==> config.mk <==
export PLATFORM = sky130hd
export DESIGN_NAME = gate_tree_pipe_flat
export DESIGN_NICKNAME = d
export VERILOG_FILES = /design/src/rtl/gate_tree_if.sv /design/src/rtl/gate_tree_pipe.sv /design/src/flat_wrapper.sv
export SDC_FILE = /design/constraint.sdc
export NUM_CORES = 1
export LEC_CHECK = 0
export ABC_AREA = 1
export BUFFER_PORTS_ARGS = -buffer_cell sky130_fd_sc_hd__buf_4
export CORE_ASPECT_RATIO = 1.2
export CORE_MARGIN = 5
export CORE_UTILIZATION = 55
export DETAILED_ROUTE_END_ITERATION = 8
export GPL_TIMING_DRIVEN = 1
export PLACE_DENSITY = 0.76
export SLEW_MARGIN = 20
export SYNTH_ARGS = -nofsm -noshare
export SYNTH_HDL_FRONTEND = slang
export SYNTH_SLANG_ARGS = --single-unit
==> constraint.sdc <==
create_clock -name clk -period 18.3 [get_ports clk]
set_clock_uncertainty 0.15 [all_clocks]
set_input_delay 3.66 -clock clk [delete_from_list [all_inputs] [get_ports clk]]
set_output_delay 3.66 -clock clk [all_outputs]
set_load 0.005 [all_outputs]
==> src/rtl/gate_tree_if.sv <==
// ----------------------------------------------------------------------------
// gate_tree_if
//   Valid/ready bundle for gate_tree_pipe: the input transaction (channel
//   data, channel mask, op) and the reduced result (data, empty flag).
//
//   Signals
//     in_valid   producer -> block   input transaction valid
//     in_ready   block -> producer   block accepts input this cycle
//     in_data    producer -> block   channel k at bits [k*BITS +: BITS]
//     in_mask    producer -> block   1 = channel k participates
//     in_op      producer -> block   00 OR, 01 AND, 10 XOR, 11 PASS
//     out_valid  block -> consumer   result valid
//     out_ready  consumer -> block   consumer accepts result
//     out_data   block -> consumer   reduction result
//     out_empty  block -> consumer   1 = mask of this result was all zero
//
//   Modports
//     master  producer/consumer side (drives inputs, takes the result)
//     slave   the reduction block itself
// ----------------------------------------------------------------------------
interface gate_tree_if #(
    parameter int NUM  = 4,
    parameter int BITS = 32
);
    logic                in_valid;
    logic                in_ready;
    logic [NUM*BITS-1:0] in_data;
    logic [NUM-1:0]      in_mask;
    logic [1:0]          in_op;
    logic                out_valid;
    logic                out_ready;
    logic [BITS-1:0]     out_data;
    logic                out_empty;

    modport master (
        output in_valid, in_data, in_mask, in_op, out_ready,
        input  in_ready, out_valid, out_data, out_empty
    );

    modport slave (
        input  in_valid, in_data, in_mask, in_op, out_ready,
        output in_ready, out_valid, out_data, out_empty
    );
endinterface

==> src/rtl/gate_tree_pipe.sv <==
// ----------------------------------------------------------------------------
// gate_tree_pipe
//   Pipelined, handshaked bitwise reduction of NUM channels of BITS each.
//   Each transaction carries its own op (OR / AND / XOR / PASS) and a
//   per-channel participation mask. One input stage masks the channels,
//   then LVL = clog2(NUM) tree stages each combine adjacent pairs; the
//   result appears LVL+1 cycles after acceptance.
//
//   Ports
//     clk       clock
//     rst       asynchronous reset, active-high
//     bus       gate_tree_if.slave: input transaction and result handshakes
//     done_cnt  saturating count of results accepted at the output
//
//   Flow control is a single global advance: every stage shifts when the
//   output register is empty or being taken, and everything holds otherwise.
//   in_ready is that advance term, so it depends combinationally on
//   out_ready, but no in_* signal reaches any out_* signal without a register.
// ----------------------------------------------------------------------------
module gate_tree_pipe #(
    parameter int NUM  = 4,
    parameter int BITS = 32,
    parameter int CNTW = 16
) (
    input  logic            clk,
    input  logic            rst,
    gate_tree_if.slave      bus,
    output logic [CNTW-1:0] done_cnt
);

    typedef enum logic [1:0] {
        OP_OR   = 2'b00,
        OP_AND  = 2'b01,
        OP_XOR  = 2'b10,
        OP_PASS = 2'b11
    } op_e;

    localparam int LVL = (NUM > 1) ? $clog2(NUM) : 0;

    // Number of lanes alive at stage j (stage 0 = input stage).
    function automatic int lanes(input int j);
        return (NUM + (1 << j) - 1) >> j;
    endfunction

    // Neutral element of the op; masked channels are replaced by it so the
    // tree never has to look at the mask for OR/AND/XOR.
    function automatic logic [BITS-1:0] ident(input logic [1:0] op);
        return (op == OP_AND) ? {BITS{1'b1}} : {BITS{1'b0}};
    endfunction

    // Combine one pair. Returns {participate flag, data}. For PASS the left
    // operand wins whenever it participates, which keeps the lowest
    // unmasked channel as the tree collapses.
    function automatic logic [BITS:0] combine(
        input logic [1:0]      op,
        input logic [BITS-1:0] a,
        input logic [BITS-1:0] b,
        input logic            pa,
        input logic            pb
    );
        logic [BITS-1:0] r;
        case (op)
            OP_OR:   r = a | b;
            OP_AND:  r = a & b;
            OP_XOR:  r = a ^ b;
            default: r = pa ? a : b;
        endcase
        return {pa | pb, r};
    endfunction

    // Saturating increment of the completion counter.
    function automatic logic [CNTW-1:0] sat_inc(input logic [CNTW-1:0] v);
        return (&v) ? v : v + CNTW'(1);
    endfunction

    logic adv;

    for (genvar j = 0; j <= LVL; j++) begin : g_st
        localparam int LN = lanes(j);

        logic               vld_q;
        logic               vld_d;
        logic [LN*BITS-1:0] dat_q;
        logic [LN*BITS-1:0] dat_d;
        logic [LN-1:0]      prt_d;

        if (j == 0) begin : g_in
            // ---- input stage: mask substitution ----
            assign vld_d = bus.in_valid;
            assign prt_d = bus.in_mask;
            for (genvar k = 0; k < NUM; k++) begin : g_ch
                assign dat_d[k*BITS +: BITS] =
                    bus.in_mask[k] ? bus.in_data[k*BITS +: BITS] : ident(bus.in_op);
            end
        end else begin : g_tr
            // ---- tree stage j: combine pairs (2i, 2i+1) of stage j-1 ----
            localparam int PN = lanes(j - 1);
            assign vld_d = g_st[j-1].vld_q;
            for (genvar i = 0; i < LN; i++) begin : g_ln
                if (2*i + 1 < PN) begin : g_pair
                    assign {prt_d[i], dat_d[i*BITS +: BITS]} = combine(
                        g_st[j-1].g_ctl.op_q,
                        g_st[j-1].dat_q[(2*i)*BITS +: BITS],
                        g_st[j-1].dat_q[(2*i+1)*BITS +: BITS],
                        g_st[j-1].g_ctl.prt_q[2*i],
                        g_st[j-1].g_ctl.prt_q[2*i+1]);
                end else begin : g_odd
                    assign dat_d[i*BITS +: BITS] = g_st[j-1].dat_q[(2*i)*BITS +: BITS];
                    assign prt_d[i]              = g_st[j-1].g_ctl.prt_q[2*i];
                end
            end
        end

        always_ff @(posedge clk or posedge rst) begin
            if (rst) begin
                vld_q <= 1'b0;
                dat_q <= '0;
            end else if (adv) begin
                vld_q <= vld_d;
                dat_q <= dat_d;
            end
        end

        if (j < LVL) begin : g_ctl
            // Op and participate flags are only needed by a following tree stage.
            logic [1:0]    op_d;
            logic [1:0]    op_q;
            logic [LN-1:0] prt_q;

            if (j == 0) begin : g_op0
                assign op_d = bus.in_op;
            end else begin : g_opn
                assign op_d = g_st[j-1].g_ctl.op_q;
            end

            always_ff @(posedge clk or posedge rst) begin
                if (rst) begin
                    op_q  <= 2'b00;
                    prt_q <= '0;
                end else if (adv) begin
                    op_q  <= op_d;
                    prt_q <= prt_d;
                end
            end
        end else begin : g_fin
            // The final lane's participate flag is the OR of the whole mask.
            logic emp_q;
            always_ff @(posedge clk or posedge rst) begin
                if (rst) begin
                    emp_q <= 1'b0;
                end else if (adv) begin
                    emp_q <= ~prt_d[0];
                end
            end
        end
    end

    // ---- output stage / handshake ----
    assign adv           = ~g_st[LVL].vld_q | bus.out_ready;
    assign bus.in_ready  = adv;
    assign bus.out_valid = g_st[LVL].vld_q;
    assign bus.out_data  = g_st[LVL].dat_q;
    assign bus.out_empty = g_st[LVL].g_fin.emp_q;

    logic [CNTW-1:0] done_q;
    logic [CNTW-1:0] done_d;

    always_comb begin
        done_d = done_q;
        if (bus.out_valid && bus.out_ready) begin
            done_d = sat_inc(done_q);
        end
    end

    always_ff @(posedge clk or posedge rst) begin
        if (rst) begin
            done_q <= '0;
        end else begin
            done_q <= done_d;
        end
    end

    assign done_cnt = done_q;

endmodule
==> src/flat_wrapper.sv <==
// flat-port wrapper written by rule: the top's interface ports become plain ports
module gate_tree_pipe_flat 
#(
    parameter int NUM  = 4,
    parameter int BITS = 32,
    parameter int CNTW = 16
)
  (clk, rst, done_cnt, bus_in_valid, bus_in_data, bus_in_mask, bus_in_op, bus_out_ready, bus_in_ready, bus_out_valid, bus_out_data, bus_out_empty);
  gate_tree_if #(.NUM(NUM), .BITS(BITS)) bus_i ();
  input  logic clk;
  input  logic rst;
  output logic [CNTW-1:0] done_cnt;
  input wire logic [$bits(bus_i.in_valid)-1:0] bus_in_valid;
  input wire logic [$bits(bus_i.in_data)-1:0] bus_in_data;
  input wire logic [$bits(bus_i.in_mask)-1:0] bus_in_mask;
  input wire logic [$bits(bus_i.in_op)-1:0] bus_in_op;
  input wire logic [$bits(bus_i.out_ready)-1:0] bus_out_ready;
  output wire logic [$bits(bus_i.in_ready)-1:0] bus_in_ready;
  output wire logic [$bits(bus_i.out_valid)-1:0] bus_out_valid;
  output wire logic [$bits(bus_i.out_data)-1:0] bus_out_data;
  output wire logic [$bits(bus_i.out_empty)-1:0] bus_out_empty;
  assign bus_i.in_valid = bus_in_valid;
  assign bus_i.in_data = bus_in_data;
  assign bus_i.in_mask = bus_in_mask;
  assign bus_i.in_op = bus_in_op;
  assign bus_i.out_ready = bus_out_ready;
  assign bus_in_ready = bus_i.in_ready;
  assign bus_out_valid = bus_i.out_valid;
  assign bus_out_data = bus_i.out_data;
  assign bus_out_empty = bus_i.out_empty;
  gate_tree_pipe #(.NUM(NUM), .BITS(BITS), .CNTW(CNTW)) u_core (.clk(clk), .rst(rst), .bus(bus_i), .done_cnt(done_cnt));
endmodule
[After elaboration in Yosys (flattened, before gate mapping)]
Index checks and enable logic that the tools add are counted.
Cells by class
  $add $sub $neg: 1
  muxes and demuxes: 11
  bitwise gates (word level): 16
  reductions and logical operators: 5
  eq/ne operators: 5
Operators with widths (count)
  32-bit one-hot mux with 3 select lines: 3
  32-bit two-way mux: 8
  32-bit AND: 3
  32-bit OR: 3
  32-bit XOR: 3
  16-bit by 1-bit adder with 16-bit output (second input constant): 1
  16-bit AND reduction: 1
  2-bit by 1-bit == test with 1-bit output (second input constant): 3
  2-bit == test (second input constant): 2
  2-bit logical NOT: 2
  1-bit OR: 4
  1-bit inverter: 3
  2-bit AND reduction: 1
  1-bit logical AND: 1
Storage, ports and cells
  register bits: 254
  bits of input ports: 138
  output and inout port bits: 51

[Logic depth before layout (Yosys ltp)]
  depth after elaboration: 3
  mapped depth: 9
  depth with buffers taken out: 9

[Least setup slack after synthesis]
Ideal clock, no wire load.
  path type: input -> output
  start: input port bus_out_ready
  end: output port bus_in_ready
  data arrival time: 4.179 ns
  setup slack: 10.311 ns
  cell stages on the path: 4
  buffers on the path: 2
  path through: nor2_4 -> inv_2 -> clkbuf_1 -> buf_2
On the way
  word-level cells in the longest chain between the ends: 1
RTL lines
  start: declaration: RTL line flat_wrapper.sv:17  | input wire logic [$bits(bus_i.out_ready)-1:0] bus_out_ready;
  1-bit OR: RTL line gate_tree_pipe.sv:159  | assign adv = ~g_st[LVL].vld_q | bus.out_ready;
  end: declaration: RTL line flat_wrapper.sv:18  | output wire logic [$bits(bus_i.in_ready)-1:0] bus_in_ready;
Every way passes these cells.

[Worst setup path in the final report]
Ends and elaborated chain as after synthesis.

==> qor.yml <==
die_w_um: 167
wl_um: 47400
area_delta_synth_final_pct: 14.8
min_from: "u_core.g_st[1].vld_q$_DFFE_PP0P_"
dp_cells: 2500
ys_ff_latch: 254
powerDensity_nw_per_um2: 131
die_y_um: 198
required_ps: 14490
fin_crit_sh_pct: 47.4
synth.avg_cell_area_um2: 7.94
r2r-start: "u_core.bus.out_valid$_DFFE_PP0P_"
start_util_pct: 56.0
gp_congestion: 0.857
ys_seq_area_share_pct: 39.2
hold_viol: 0
slowest_stage: "buf_4"
synth_top_area_share_pct: 39.2
worst-path-max-fanout: 103
whs_path_depth: 2
regArea_um2: 6360
clock_sink_count: 254
cp_num_buf_inv: 4
crit_family: "buffers and inverters"
ff2ff_setup_slack_ps: 15090
finalSetupTns_ps: 0
numCtsBuffers: 28
maxCapViolations: 0
syn_area_um2: 16200
fin_cells: 2550
worstPathCellList: "buf_4 -> nor2_4 -> buf_4 -> inv_8 -> buf_4"
worst_pin_slew_ps: 1120
synth.distinct_cells: 27
crit_type: "in2out"
core_area_um2: 28900
synth_top_area_cell: "dfrtp_1"
hold_path_class: "reg2reg"
ir_drop_uv: 80.5
cts_tree: "done"
drive_above_1_share_pct: 12.6
pin_count: 189
htreeDepth: 1
max_freq_ghz: 0.115
yosys-top-cells-area: "dfrtp_1, ha_1, nand2_1, o211ai_1, o21ai_0"
clockBufferDepth: 3
setup-violations-final: 0
first_global_vias: 14633
portBuffers: 188
postCtsHoldBufs: 0
start_kind: "primary input"
min_period_ps: 8670
grt_pass1_wl_um: 76400
vias: 14788
max_stage_delay_ps: 420
utilization_pct: 64.3
wire_per_inst_um: 18.6
rsz0062_at_grt: "false"
cts_resized: 0
relSlewSlack_pct: 25.2
fp.dieArea_um2: 33000
antenna_cells_inserted: 0
synthCells: 2039
dr.pass1.iters: 5
clock_latency_ps: 540
viasPerCell: 5.80
clk_pin_slew_ps: 60
syn_nets: 2370
grt_overflow: 0
status: "complete, no violations"
std_cell_rows: 68
fillCellCount: 2464
dp_hpwl_um: 31300
leakagePower_nw: 9.08
antenna_found_initial: 1
grt_usage_pct: 28.2
root_buffer: "clkbuf_16"
dr.first_iter.drc_count: 1298
cp_common_cell: "buf_4"
end_kind: "output pin"
ant_nets: 0
multi_input_area_um2: 8340
maxSlewViolCount: 0
hold_path_end: "u_core.bus.out_valid$_DFFE_PP0P_"
yosysWarnings: 0
rr_worst_depth: 7
cts_setup_buffers: 0
critPathArrivalTime_ps: 4860
grt_max_degree: 227
r2r-end: "u_core.g_st[1].dat_q[14]$_DFFE_PP0P_"
nets: 2476
drc: 0
cells in the mapped netlist (all sizes together):
cell	count
ha	193
o21ai	264
xor2	5
o31ai	1
inv	246
clkbuf	62
nand4	13
o211ai	173
dfrtp	254
nand2	497
nor2	47
o21bai	1
nand3	97
buf	71
a21oi	106
or2	4
nand3b	3
xnor2	1
nor3	1
worst max-delay path by stage:
stage | start | slack, ps | endpoint | cells past startpoint
after CTS | bus_out_ready | 9610 | bus_in_ready | 5
after detailed placement | bus_out_ready | 9620 | bus_in_ready | 5
final | bus_out_ready | 9630 | bus_in_ready | 5
after floorplan | rst | 7500 | u_core.bus.out_data[0]$_DFFE_PP0P_ | 1
after global routing | bus_out_ready | 9510 | bus_in_ready | 5
after global placement | bus_out_ready | 9630 | bus_in_ready | 5
cell families after synthesis:
| group | share of synthesized area [%] |
|---|---|
| and+or+nand+nor | 16.6 |
| AOI/OAI and AO/OA | 19.5 |
| buffers and inverters | 9.36 |
| DFF | 39.2 |
| adders and majority gates | 14.9 |
| xor gates and xnor gates | 0.324 |
power breakdown:
part	internal (mW)	switching (mW)	leakage, nW
clock	0.326	0.229	0.447
sequential	0.736	0.176	3.19
combinational	0.358	0.618	5.45
total	1.42	1.02	9.08
per-stage QoR:
stage	power [mW]	worst slack (ps)	cell area [um2]	hold slack [ps]
5_1_grt	2.62	9510	18600	339
2_1_floorplan	1.51	7500	16200	269
3_5_place_dp	1.88	9620	17700	283
6_report	2.44	9630	18600	298
3_3_place_gp	1.82	9630	17700	288
4_1_cts	2.44	9610	18600	298
state kept, by name, summed over array words and instances, names as in the netlist:
| signal | flops |
|---|---|
| u_core.g_st.g_ctl.op_q | 4 |
| u_core.g_st.vld_q | 2 |
| u_core.g_st.dat_q | 192 |
| u_core.bus.out_empty | 1 |
| u_core.g_st.g_ctl.prt_q | 6 |
| u_core.bus.out_data | 32 |
| u_core.done_cnt | 16 |
| u_core.bus.out_valid | 1 |
layer usage:
metal | vias to the layer above | part of all wire, % | track usage [%]
li1 | 6988 | - | -
met3 | 108 | 7.4 | 4.17
met4 | 0 | 4.6 | 12.1
met2 | 566 | 48 | 47.0
met5 | - | 0 | 0
met1 | 7126 | 40 | 37.0
tightest hold or removal path: cells and delay by family, from the launching register on:
family | cells | cell delay, ps
buf+inv | 1 | 40
flops | 1 | 320
simple gates | 1 | 50
cell type report:
| cell class | count | area share (%) |
|---|---|---|
| multi-input combinational | 1406 | 44.8 |
| sequential | 254 | 34.2 |
| timing repair buffer | 209 | 8.50 |
| inverter | 246 | 5.05 |
| clock buffer | 42 | 4.49 |
| tap | 385 | 2.59 |
| clock inverter | 8 | 0.363 |
placed cells by master, fill, tap and decap left out, drive strengths merged:
| cell | count |
|---|---|
| inv | 246 |
| nand3 | 97 |
| or2 | 4 |
| o31ai | 1 |
| bufinv | 1 |
| nand4 | 13 |
| nand2 | 497 |
| xor2 | 5 |
| o211ai | 173 |
| nand3b | 3 |
| nor3 | 1 |
| dfrtp | 254 |
| xnor2 | 1 |
| clkbuf | 42 |
| buf | 209 |
| ha | 193 |
| nor2 | 47 |
| clkinvlp | 1 |
| a21oi | 106 |
| o21ai | 264 |
| o21bai | 1 |
| clkinv | 6 |
Note: power is estimated with default switching activity, not from simulation.
